===== src/rtl/r5p_soc_loader_pkg.sv =====
// Shared types for the memory loader: FSM states, word assembly and TCB-Lite payloads.
package r5p_soc_loader_pkg;

    localparam int unsigned HDR_LEN = 8;

    typedef enum logic [2:0] {
        S_IDLE,
        S_HDR,
        S_DAT,
        S_WR,
        S_FIN
    } state_t;

    typedef struct packed {
        logic [31:0] wdt;
        logic [3:0]  byt;
    } word_asm_t;

    typedef struct packed {
        logic        ren;
        logic        wen;
        logic [31:0] adr;
        logic [3:0]  byt;
        logic [31:0] wdt;
    } tcb_req_t;

    typedef struct packed {
        logic [31:0] rdt;
        logic        err;
    } tcb_rsp_t;

endpackage


===== src/rtl/tcb_lite_if.sv =====
// TCB-Lite bus bundle: valid/ready handshake, request payload, delayed response.
interface tcb_lite_if (
    input logic clk
);

    logic                         vld;
    logic                         rdy;
    r5p_soc_loader_pkg::tcb_req_t req;
    r5p_soc_loader_pkg::tcb_rsp_t rsp;

    modport man (input clk, output vld, output req, input rdy, input rsp);
    modport sub (input clk, input vld, input req, output rdy, output rsp);

endinterface


===== src/rtl/r5p_soc_loader_pack.sv =====
// Lane-steering byte packer: drops each strobed byte into its lane and marks the lane valid.
module r5p_soc_loader_pack
    import r5p_soc_loader_pkg::*;
(
    input  logic        clk,
    input  logic        clr,
    input  logic        stb,
    input  logic [1:0]  lane,
    input  logic [7:0]  dat,
    output logic [31:0] word,
    output logic [3:0]  mask
);

    word_asm_t asm_q;

    // clear zeroes the data too so lanes never written read back as 0
    always_ff @(posedge clk) begin
        if (clr) begin
            asm_q <= '0;
        end else if (stb) begin
            asm_q.wdt[{lane, 3'b000} +: 8] <= dat;
            asm_q.byt[lane]                <= 1'b1;
        end
    end

    assign word = asm_q.wdt;
    assign mask = asm_q.byt;

endmodule


===== src/rtl/r5p_soc_memory_loader.sv =====
// Boot/debug loader: turns a framed byte stream (ADR, LEN, payload) into TCB-Lite memory writes.
module r5p_soc_memory_loader
    import r5p_soc_loader_pkg::*;
#(
    parameter int unsigned DLY = 1,
    parameter int unsigned DAT = 32
) (
    input  logic        clk,
    input  logic        rst,
    input  logic        rxd_vld,
    output logic        rxd_rdy,
    input  logic [7:0]  rxd_dat,
    output logic        busy,
    output logic        done,
    output logic        err,
    output logic [31:0] sum,
    tcb_lite_if.man     man
);

    if (DAT != 32) begin : g_dat_chk
        $fatal(1, "r5p_soc_memory_loader: only DAT=32 is supported");
    end
    if (DLY < 1) begin : g_dly_chk
        $fatal(1, "r5p_soc_memory_loader: DLY must be at least 1");
    end

    state_t           state;
    logic [2:0]       hidx;
    logic [31:0]      adr;
    logic [31:0]      cnt;
    logic [29:0]      wadr;
    logic             vld;
    logic [DLY-1:0]   pipe;
    logic [31:0]      word;
    logic [3:0]       mask;

    logic             rxd_trn;
    logic             trn;
    logic             start;
    logic             pk_stb;
    logic             pk_clr;
    logic [31:0]      len_nxt;

    assign rxd_trn = rxd_vld & rxd_rdy;
    assign trn     = vld & man.rdy;
    assign start   = (state == S_IDLE) && rxd_trn;
    assign pk_stb  = (state == S_DAT) && rxd_trn;
    assign pk_clr  = rst || start || ((state == S_WR) && trn);
    // LEN is the last four header bytes shifted in little-endian
    assign len_nxt = {rxd_dat, cnt[31:8]};

    r5p_soc_loader_pack u_pack (
        .clk  (clk),
        .clr  (pk_clr),
        .stb  (pk_stb),
        .lane (adr[1:0]),
        .dat  (rxd_dat),
        .word (word),
        .mask (mask)
    );

    always_ff @(posedge clk) begin
        if (rst) begin
            state   <= S_IDLE;
            hidx    <= '0;
            rxd_rdy <= 1'b0;
            vld     <= 1'b0;
            done    <= 1'b0;
            err     <= 1'b0;
            sum     <= '0;
            pipe    <= '0;
        end else begin
            pipe <= (pipe << 1) | DLY'(trn);
            if (pipe[DLY-1] && man.rsp.err) begin
                err <= 1'b1;
            end
            done <= 1'b0;
            case (state)
                S_IDLE: begin
                    rxd_rdy <= 1'b1;
                    if (rxd_trn) begin
                        state <= S_HDR;
                        hidx  <= 3'd1;
                        err   <= 1'b0;
                        sum   <= '0;
                    end
                end
                S_HDR: begin
                    if (rxd_trn) begin
                        hidx <= hidx + 3'd1;
                        if (hidx == 3'(HDR_LEN - 1)) begin
                            if (len_nxt == 32'd0) begin
                                state   <= S_FIN;
                                rxd_rdy <= 1'b0;
                            end else begin
                                state <= S_DAT;
                            end
                        end
                    end
                end
                S_DAT: begin
                    if (rxd_trn) begin
                        sum <= sum + {24'h0, rxd_dat};
                        if ((adr[1:0] == 2'd3) || (cnt == 32'd1)) begin
                            state   <= S_WR;
                            rxd_rdy <= 1'b0;
                            vld     <= 1'b1;
                        end
                    end
                end
                S_WR: begin
                    if (trn) begin
                        vld <= 1'b0;
                        if (cnt == 32'd0) begin
                            state <= S_FIN;
                        end else begin
                            state   <= S_DAT;
                            rxd_rdy <= 1'b1;
                        end
                    end
                end
                S_FIN: begin
                    // done is raised while still in FIN so it never meets a new frame's first byte
                    if (done) begin
                        state   <= S_IDLE;
                        rxd_rdy <= 1'b1;
                    end else if (pipe == '0) begin
                        done <= 1'b1;
                    end
                end
                default: begin
                    state   <= S_IDLE;
                    rxd_rdy <= 1'b0;
                    vld     <= 1'b0;
                end
            endcase
        end
    end

    always_ff @(posedge clk) begin
        if (rxd_trn && ((state == S_IDLE) || (state == S_HDR))) begin
            if ((state == S_IDLE) || (hidx < 3'd4)) begin
                adr <= {rxd_dat, adr[31:8]};
            end else begin
                cnt <= len_nxt;
            end
        end
        if (pk_stb) begin
            wadr <= adr[31:2];
            adr  <= adr + 32'd1;
            cnt  <= cnt - 32'd1;
        end
    end

    assign busy    = (state != S_IDLE) || (pipe != '0);
    assign man.vld = vld;
    assign man.req = tcb_req_t'{
        ren: 1'b0,
        wen: 1'b1,
        adr: {wadr, 2'b00},
        byt: mask,
        wdt: word
    };

endmodule

===== src/flat_wrapper.sv =====
// flat-port wrapper written by rule: the top's interface ports become plain ports
module r5p_soc_memory_loader_flat import r5p_soc_loader_pkg::*;
#(
    parameter int unsigned DLY = 1,
    parameter int unsigned DAT = 32
)
  (clk, rst, rxd_vld, rxd_rdy, rxd_dat, busy, done, err, sum, man_vld, man_req, man_rdy, man_rsp);
  tcb_lite_if man_i (.clk(clk));
  input  logic clk;
  input  logic rst;
  input  logic rxd_vld;
  output logic rxd_rdy;
  input  logic [7:0] rxd_dat;
  output logic busy;
  output logic done;
  output logic err;
  output logic [31:0] sum;
  output wire logic [$bits(man_i.vld)-1:0] man_vld;
  output wire logic [$bits(man_i.req)-1:0] man_req;
  input wire logic [$bits(man_i.rdy)-1:0] man_rdy;
  input wire logic [$bits(man_i.rsp)-1:0] man_rsp;
  assign man_vld = man_i.vld;
  assign man_req = man_i.req;
  assign man_i.rdy = man_rdy;
  assign man_i.rsp = man_rsp;
  r5p_soc_memory_loader #(.DLY(DLY), .DAT(DAT)) u_core (.clk(clk), .rst(rst), .rxd_vld(rxd_vld), .rxd_rdy(rxd_rdy), .rxd_dat(rxd_dat), .busy(busy), .done(done), .err(err), .sum(sum), .man(man_i));
endmodule

===== config.mk =====
export PLATFORM = sky130hd
export DESIGN_NAME = r5p_soc_memory_loader_flat
export DESIGN_NICKNAME = d
export VERILOG_FILES = /design/src/rtl/r5p_soc_loader_pkg.sv /design/src/rtl/tcb_lite_if.sv /design/src/rtl/r5p_soc_loader_pack.sv /design/src/rtl/r5p_soc_memory_loader.sv /design/src/flat_wrapper.sv
export SDC_FILE = /design/constraint.sdc
export NUM_CORES = 1
export LEC_CHECK = 0
export ABC_AREA = 0
export BUFFER_PORTS_ARGS = -buffer_cell sky130_fd_sc_hd__buf_2
export CORE_ASPECT_RATIO = 2
export CORE_MARGIN = 2
export CORE_UTILIZATION = 29
export DETAILED_ROUTE_END_ITERATION = 7
export PLACE_DENSITY = 0.5
export SETUP_SLACK_MARGIN = 0.5
export SYNTH_ARGS = -nofsm -noshare
export SYNTH_HDL_FRONTEND = slang
export SYNTH_HIERARCHICAL = 1
export SYNTH_SLANG_ARGS = --single-unit

===== constraint.sdc =====
create_clock -name clk -period 5.2 [get_ports clk]
set_clock_uncertainty 0.15 [all_clocks]
set_input_delay 0.26 -clock clk [delete_from_list [all_inputs] [get_ports clk]]
set_output_delay 0.26 -clock clk [all_outputs]
set_load 0.01 [all_outputs]

Yosys cells after proc, flatten, opt, wreduce, memory -nomap -nowiden --
Cells that the tools add are included.
Cells by class: shift operators 2, reductions and logical operators 29, add/sub/neg operators 5, order comparisons 3, mux-type cells 41, bitwise gates (word level) 5, equality and inequality tests 17
Operators with widths (count):
- $mux 32 | 8
- $logic_not 32->1 | 2
- $pmux 32 s2 | 1
- $add 32x1->32 const B | 1
- $add 32x8->32 | 1
- $bwmux 32 | 1
- $eq 32x1->1 const B | 1
- $shift 8x7->32 const A | 1
- $shiftx 8x7->32 | 1
- $sub 32x1->32 const B | 1
- $mux 3 | 10
- $mux 1 | 16
- $ne 2x1->1 const B | 8
- $pmux 3 s5 | 1
- $reduce_and 8->1 | 1
- $reduce_bool 2->1 | 4
- $neg 5->7 | 1
- $reduce_and 7->1 | 1
- $eq 3x2->1 const B | 2
- $eq 3x3->1 const B | 2
- $logic_and 1x1->1 | 6
- $logic_or 1x1->1 | 6
- $pmux 3 s2 | 1
- $reduce_and 3->1 | 2
- other kinds (18) | 23
Storage, ports and cells: output and inout bits 107, input bits 45, flip-flop bits (word level) 173, logic and storage cells 115

Longest topological paths before layout --
Gate-level depths: netlist (run 1).
depth in word-level cells 5, mapped depth 12, gate-level depth less buffers 9

Hierarchy --
Netlist (run 1), hierarchy kept.
Modules (own cells, without submodules):
- r5p_soc_memory_loader | cells an instance 718, instances 1, area an instance 7130.6 µm², sequential area each 3683.5 µm²
- r5p_soc_loader_pack | cells an instance 136, instances 1, area an instance 1380.1 µm², sequential area each 720.7 µm²

Worst setup path after synthesis (run 1) --
OpenSTA, ideal clock, no wires.
kind register to register, start point reg u_core.state[1], end point reg u_core.cnt[0] (enable), period minus slack after synthesis 3.970 ns, cell stages (with the launch flop) 5, arrival 3.350 ns, path buffers 2, setup time 0.470 ns, required time 4.580 ns, path slack 1.230 ns, path through dfxtp_1 clkbuf_1 clkbuf_1 nand2b_1 a211oi_1
On the way: cells in the longest elaborated chain, start to end 5, elaborated cells on any way between the ends 10, classes of those cells eq/ne: 3; reduce/logical: 7
Ends and longest elaborated chain:
- start: declaration | RTL line r5p_soc_memory_loader.sv:27 | state_t state;
- start signal: assignment | RTL line r5p_soc_memory_loader.sv:64 | state <= S_IDLE;
- start signal: assignment | RTL line r5p_soc_memory_loader.sv:82 | state <= S_HDR;
- start signal: assignment | RTL line r5p_soc_memory_loader.sv:93 | state <= S_FIN;
- $eq 3x1->1 or $logic_not 3->1 (tied branches) | RTL line r5p_soc_memory_loader.sv:141, r5p_soc_memory_loader.sv:142
- $logic_or 1x1->1 | RTL line r5p_soc_memory_loader.sv:141 | if (rxd_trn && ((state == S_IDLE) || (state == S_HDR))) begin
- $logic_and 1x1->1 | RTL line r5p_soc_memory_loader.sv:141
- $reduce_bool 2->1 (no source line)
- $reduce_and 2->1 (no source line) *
- end signal: assignment | RTL line r5p_soc_memory_loader.sv:145 | cnt <= len_nxt;
- end signal: assignment | RTL line r5p_soc_memory_loader.sv:151 | cnt <= cnt - 32'd1;
- end: declaration | RTL line r5p_soc_memory_loader.sv:30 | logic [31:0] cnt;
Every way passes the cells marked *; elsewhere a longest branch is shown, timed or not. A chain may end at the register's enable or synchronous reset.

Final worst setup path (run 1) --
start point reg u_core.state[2], end point reg u_core.sum[29]
On the way: cells in the longest elaborated chain, start to end 3, elaborated cells on any way between the ends 7, classes of those cells eq/ne: 3; mux: 1; reduce/logical: 3
Ends and longest elaborated chain:
- $eq 3x2->1 or $logic_not 3->1 (tied branches) | RTL line r5p_soc_memory_loader.sv:78 | case (state)
- $ne 2x1->1 (no source line) or $reduce_bool 2->1 (tied branches)
- $reduce_and 3->1 (no source line)
- end signal: assignment | RTL line r5p_soc_memory_loader.sv:103 | sum <= sum + {24'h0, rxd_dat};
- end: declaration | RTL line r5p_soc_memory_loader.sv:16 | output logic [31:0] sum,
Several ways; a longest one is shown, not always the timed one.

==> results.md, run 1 <==
* Outcome: completed
* First-pass GRT wire length at ~37,000 um
* Yosys top cell area share at 0.332
* Core box area at ~29,000 sq um
* Die height at around 250 um
* Worst Hold Slack at 32.8 ps
* Top post-synthesis cells by area: edfxtp_1 33%, dfxtp_1 19%, nand2_1 4.9%
* Root buf cell: clkbuf_16
* I/O Buffers at about 120
* Final period util at 0.670
* ANT nets after route at 0
* Die ar. at 30,800 sq um
* Largest area contributor in the netlist: edfxtp_1
* Unrepaired setup endpoints after global routing: no
* Slew HR at 0.109
* GPL Wtd Cong at about 0.76
* H-tree lvl count at 4
* DR vias/cell at 5.12
* Filler Cell Count at 3,020
* Cells after Synth at 854
* Post-synthesis xor/xnor area fraction at 0.0617
* CP max stage delay at between 600 and 700 ps
* Most common cell after layout, fill and taps aside: buf_2
* Max IR drop VDD at ~0.24 mV
* Post-synth ARST share at 0
* DP HPWL at 16,800 um
* Multiplexer share of the synthesized area at 0.00470
* Slowest stage cell on the critical path: inv_2
* Final WL at around 24,000 um
* PwrDens at 334 nW/um^2
* Clk Latency, worst-skew pair at around 450 ps
* CP Launch Type: flop
* Yosys reg bits at between 150 and 200
* Largest net degree at the start of global routing at between 90 and 100
* CTS tree: done
* Leak at 3.73 nW
* Post-CTS sizing at 0
* Flop2flop setup slack at about 1700 ps
* Fin area at 9990 sq um
* Synth cell types at ~70
* Postcts setup bufs at 0
* Antenna diodes at 0
* DRC viols at 0
* Synth Flop Type: edfxtp_1
* Synth Area in Adders at 0.0332
* Syn-to-layout area delta at 17.3%
* CP endpoint kind: flop
* Worst Path Required at approximately 5400 ps
* Fin util at 0.346
* Crit path arrival time at ~3700 ps
* Chip width at about 130 um
* Compound-cell area share of the yosys netlist at 0.142
* Largest family of logic cells by synthesized area: simple AND/OR/NAND/NOR gates
* Hold-fix buffers at CTS at 2
* Maximum operating frequency at between 200 and 300 MHz
* GR Overflow Total at 0
* Syn_area_per_cell at 9.97 sq um
* Clk buf depth at 2
* Least-Margin Pin Slew at roughly 1300 ps
* Vias in the first global route at around 6,600
* Hold Violations, Final at 0
* Reg clk slew, reported paths at roughly 70 ps
* Max-slew violation count at 0
* Final Non-Filler Cells at about 1,300
* Fin Setup TNS at 0 ps
* Total track usage at 0.153
* Register area share after synthesis at 0.517
* Initial antenna violation count at 0
* Total iterations of the first detailed-routing run at 5
* Inst Count DP at between 1,000 and 1,500
* Final nets at between 1,000 and 1,500
* Critical path, cell by cell: nor4bb_1 -> buf_4 -> nand2_2 -> inv_2 -> o2111ai_1 -> or4_1 -> o21ai_0
* Yosys warns at 6
* Clk sink count at ~170
* Most frequent cells in the layout: 115 x buf_2, 111 x nand2_1, 94 x edfxtp_1
* Ports at between 150 and 200
* CTS buffer count at 17
* Post-Synth Simple-Gate Area at 0.207
* Starting Density at 0.295
* Initial DRC Count at 414
* DR vias at about 7,000
* Worst-path maximum fanout at 47
* Post-synth design cell area at 8510 sq um
* Area after DPL at between 9000 and 10,000 sq um
* Crit path kind: reg -> reg
* Worst Hold Class: in -> reg
* Max-cap viol count at 0
* Rows at approximately 90
* EDFF count, synth at 94
* Final setup fails at 0
* Wire per inst at approximately 18 um
* Layout cells sized above 1 at 0.183
* Tmin final at between 3000 and 4000 ps
==> routing by layer <==
metal / up-vias / routed length, um / global-route usage
met5: - / 0 / 0
met4: 0 / 677 / 0.0598
met3: 34 / 846 / 0.0345
met2: 128 / 13100 / 0.294
met1: 3286 / 9020 / 0.159
li1: 3351 / - / -
==> Yosys cell counts (4+ instances only) <==
| master | n |
|---|---|
| a21o_1 | 5 |
| a21oi_1 | 52 |
| a22o_1 | 16 |
| a22oi_1 | 5 |
| a31oi_1 | 6 |
| and3_1 | 7 |
| and4_1 | 4 |
| buf_1 | 4 |
| buf_4 | 4 |
| clkbuf_1 | 30 |
| dfxtp_1 | 79 |
| edfxtp_1 | 94 |
| ha_1 | 21 |
| inv_1 | 19 |
| mux2i_1 | 4 |
| nand2_1 | 111 |
| nand2b_1 | 4 |
| nand3_1 | 28 |
| nand3b_1 | 7 |
| nand4_1 | 29 |
| nor2_1 | 65 |
| nor3_1 | 20 |
| nor4_1 | 10 |
| o211ai_1 | 12 |
| o21ai_0 | 56 |
| o311ai_0 | 6 |
| o31ai_1 | 5 |
| o41ai_1 | 10 |
| or2_2 | 6 |
| or3_1 | 8 |
| or4_1 | 10 |
| xnor2_1 | 34 |
| xor2_1 | 26 |
==> area by class of cell <==
type / instances / area [sq um] / share of cell area
multi-input combinational: 620 / 3850 / 0.385
tap: 360 / 450 / 0.0451
clock inverter: 14 / 120 / 0.0120
timing repair buffer: 124 / 648 / 0.0649
sequential: 173 / 4400 / 0.441
inverter: 20 / 75.1 / 0.00752
clock buffer: 18 / 439 / 0.0440
==> logic make-up (layout without fill, tap and decap cells) <==
kind of cell / after synthesis / in the layout
and+or+nand+nor: 338 / 338
AOI/OAI and AO/OA: 192 / 192
DFF: 173 / 173
buffers and inverters: 63 / 176
xor gates and xnor gates: 60 / 60
adders and majority gates: 22 / 22
muxes: 4 / 4
other: 2 / 4
==> sequential cells by signal, indices dropped and copies added, names as in the netlist <==
name	count
u_core/u_pack/word	32
u_core/hidx	3
u_core/sum	32
u_core/cnt	32
u_core/man.vld	1
u_core/adr	32
u_core/u_pack/mask	4
u_core/done	1
u_core/state	3
u_core/err	1
u_core/pipe	1
u_core/rxd_rdy	1
u_core/wadr	30
==> stage by stage <==
step	total power (W)	setup slack, ps
CTS	0.00338	1640
detailed placement	0.00212	1660
global placement	0.00211	1760
finish	0.00333	1720
floorplan	0.00195	1230
global route	0.00349	1440
==> power by group <==
part / switching (W) / internal [W] / total [W]
Combinational: 0.000278 / 0.000145 / 0.000423
Sequential: 0.000111 / 0.00155 / 0.00166
Clock: 0.000608 / 0.000643 / 0.00125
Total: 0.000996 / 0.00234 / 0.00333
==> path summary, 6_finish.rpt <==
| kind | start | to | cells after the start |
|---|---|---|---|
| setup / recovery | u_core/state[2]$_SDFFE_PP0P_ | u_core/sum[29]$_SDFFE_PP0P_ | 7 |
| hold / removal | rxd_dat[0] | u_core/u_pack/word[8]$_SDFFE_PP0P_ | 2 |
| setup reg to reg | u_core/state[2]$_SDFFE_PP0P_ | u_core/sum[29]$_SDFFE_PP0P_ | 7 |
| hold reg to reg | u_core/u_pack/word[19]$_SDFFE_PP0P_ | u_core/u_pack/word[19]$_SDFFE_PP0P_ | 2 |
==> worst max-delay path, delay by kind of cell, from the launching register on <==
kind / cells / cell delay [ps]
buffers and inverters: 2 / 920
DFF: 1 / 480
and+or+nand+nor: 3 / 1040
AOI/OAI and AO/OA: 2 / 810
(Power assumes the default switching activity.)
==> run 2: changes to the inputs <==
ABC_AREA = 1   (was 0)
PLACE_DENSITY = 0.49   (was 0.5)
clock period = 3.4 ns   (was 5.2 ns; I/O delays follow)
==> results.md, run 2 <==
* Post-Synth Simple-Gate Area at 0.305
* Crit path kind: reg -> reg
* Slowest stage cell on the critical path: buf_4
* Crit path arrival time at approximately 2900 ps
* DRC viols at 0
* Register area share after synthesis at 0.461
* EDFF count, synth at between 90 and 100
* Worst Path Required at 3580 ps
* Ports at between 150 and 200
* Syn-to-layout area delta at 16.9%
* CP Launch Type: flop
* Post-CTS sizing at 0
* Hold Startpoint: rst
* Commonest cells in the netlist: 311 x nand2_1, 173 x nor2_1, 121 x inv_1, 94 x edfxtp_1, 85 x nand3_1
* Reg clk slew, reported paths at roughly 70 ps
* Yosys top cell area share at 0.296
* Synth Area in Adders at 0.0296
* Max-cap viol count at 0
* Vias in the first global route at approximately 8,200
* Unrepaired setup endpoints after global routing: no
* Sw Share at 0.333
* Most common cell in the synthesized netlist: nand2_1
* Max IR drop VDD at approximately 0.34 mV
* Slew HR at 0.601
* Die ar. at 34,500 sq um
* Most frequent CP cell: inv_1
* Delay-heaviest family, CP: buffers and inverters
* Clk sink count at approximately 170
* Core box area at between 30,000 and 40,000 sq um
* Critical path, cell by cell: nand2_2 -> nor2_8 -> inv_2 -> nor2_4 -> inv_1 -> nand2_1 -> inv_1 -> o21ai_2 -> buf_4 -> nor2_1
* Chip width at 132 um
* Multiplexer share of the synthesized area at 0
* Net Sw Power at about 0.0018 W
* Most common cell after layout, fill and taps aside: nand2_1
* CP endpoint kind: flop
* Sequential share of power at 0.479
* Critical path origin: u_core/rxd_rdy$_SDFFE_PP0P_
* GPL Wtd Cong at ~0.87
* Outcome: completed
* Least-Margin Pin Slew at 599 ps
* Compound-cell area share of the yosys netlist at 0.0853
* Tmin final at about 2700 ps
* Final period util at 0.798
* Hold Violations, Final at 0
* Most frequent cells in the layout: 311 x nand2_1, 173 x nor2_1, 121 x inv_1
* First-pass GRT wire length at roughly 43,000 um
* Worst Hold Class: in -> reg
* Largest area contributor in the netlist: edfxtp_1
* Starting Density at 0.292
* Antenna diodes at 0
* Register area at approximately 4400 sq um
* Maximum operating frequency at ~370 MHz
* Synth cell types at 49
* Die height at about 260 um
* CTS tree: done
* Synth Flop Type: edfxtp_1
* Final nets at approximately 1,400
* Layout cells sized above 1 at 0.155
* Initial antenna violation count at 0
* Largest net degree at the start of global routing at 64
* Clk Latency, worst-skew pair at approximately 450 ps
* Total iterations of the first detailed-routing run at 5
* Post-synthesis xor/xnor area fraction at 0.0449
* Final worst setup slack at around 700 ps
* Internal power at roughly 0.0037 W
* Rows at 94
* Final WL at roughly 28,000 um
* Leak at around 4.6 nW
* DR vias at approximately 8,300
* Combinational power share at 0.192
* Root buf cell: clkbuf_16
* Footprint of the multi-input gates at roughly 4500 sq um
* DP HPWL at ~21,000 um
* Reg-to-reg startpoint: u_core/rxd_rdy$_SDFFE_PP0P_
* Wire per inst at ~16 um
* H-tree lvl count at 4
* Yosys reg bits at ~170
* ANT nets after route at 0
* Top post-synthesis cells by area: edfxtp_1 30%, dfxtp_1 17%, nand2_1 12%
* Worst-path maximum fanout at 36
* Max-slew violation count at 0
* Total track usage at 0.163
* Yosys warns at 6
* Largest family of logic cells by synthesized area: simple AND/OR/NAND/NOR gates
* CP max stage delay at roughly 380 ps
* Syn_area_per_cell at 7.79 sq um
* Clk buf depth at 2
* PwrDens at about 490 nW/um^2
* Postcts setup bufs at 0
* Clock Power Share at 0.329
* Post-synth ARST share at 0
* Cells after Synth at approximately 1,200
* DR vias/cell at about 4.6
* CP bufs+invs at 4
* I/O Buffers at approximately 120
* Filler Cell Count at between 3,000 and 4,000
* GR Overflow Total at 0
* CTS buffer count at 17
* Initial DRC Count at around 420
* Final setup fails at 0
* Fin Setup TNS at 0 ps
* Post-synth design cell area at 9550 sq um
* DP Worst Slack at 681 ps
run 2: cell types whose count changed after synthesis, moves of 9 or more:
cell	previous run	this run
nor2_1	65	173
buf_2	2	11
nand3_1	28	85
xor2_1	26	40
o211ai_1	12	0
or4_1	10	0
clkbuf_1	30	9
o41ai_1	10	0
nand4_1	29	18
inv_1	19	121
a22o_1	16	0
nor2_2	0	14
nand2_1	111	311
xnor2_1	34	9
run 2: layout make-up:
type                    count  share of cell area
clock buffers              19              0.0388
clock inverters            12             0.00818
inverters                 132              0.0445
multi-input cells         889               0.400
flip-flops and latches    173               0.395
well taps                 432              0.0484
repair buffers            132              0.0655
run 2: path summary, 6_finish.rpt:
kind	depth (start not counted)	slack, ps	endpoint
worst max-delay path	10	690	u_core/u_pack/word[7]$_SDFFE_PP0P_
worst min-delay path	2	30	u_core/sum[1]$_SDFFE_PP0P_
worst max register to register	10	690	u_core/u_pack/word[7]$_SDFFE_PP0P_
worst min register to register	1	300	u_core/done$_SDFF_PP0_
run 2: cell families after synthesis:
kind of cell	after synthesis
adder cells (fa/ha/maj)	22
flip-flops	173
XOR/XNOR	49
AO/OA/AOI/OAI	151
buffers and inverters	165
AND/OR/NAND/NOR	663
other	2
run 2: timing repair:
item | in CTS | in global routing
setup endpoints to repair | 0 | 0
hold buffers | 6 | 0
hold endpoints to repair | 7 | 0
run 2: metrics by stage:
stage          cell area [sq um]  power (W)  hold WS (ps)   util  cells
3_3_place_gp               10600    0.00374           281  0.324   1752
3_5_place_dp               10600    0.00375           300  0.324   1752
6_report                   11200    0.00552          26.4  0.341   1789
2_1_floorplan               9560    0.00338           179      -   1227
4_1_cts                    11200    0.00559          4.48  0.341   1789
5_1_grt                    11200    0.00579          27.8  0.341   1789
run 2: power by group through the flow:
stage | Sequential, W | Combinational, W | Clock (W)
final | 0.00264 | 0.00106 | 0.00182
after global routing | 0.00267 | 0.00118 | 0.00194
after CTS | 0.00264 | 0.00107 | 0.00188
after detailed placement | 0.00269 | 0.00106 | 0
after global placement | 0.00269 | 0.00105 | 0
after floorplan | 0.00261 | 0.000766 | 0
run 2: per-layer routing:
layer	up-vias	GRT usage	part of all wire
li1	4227	-	-
met1	3858	0.152	0.36
met2	162	0.334	0.57
met3	49	0.0301	0.031
met4	0	0.0720	0.033
met5	-	0	0
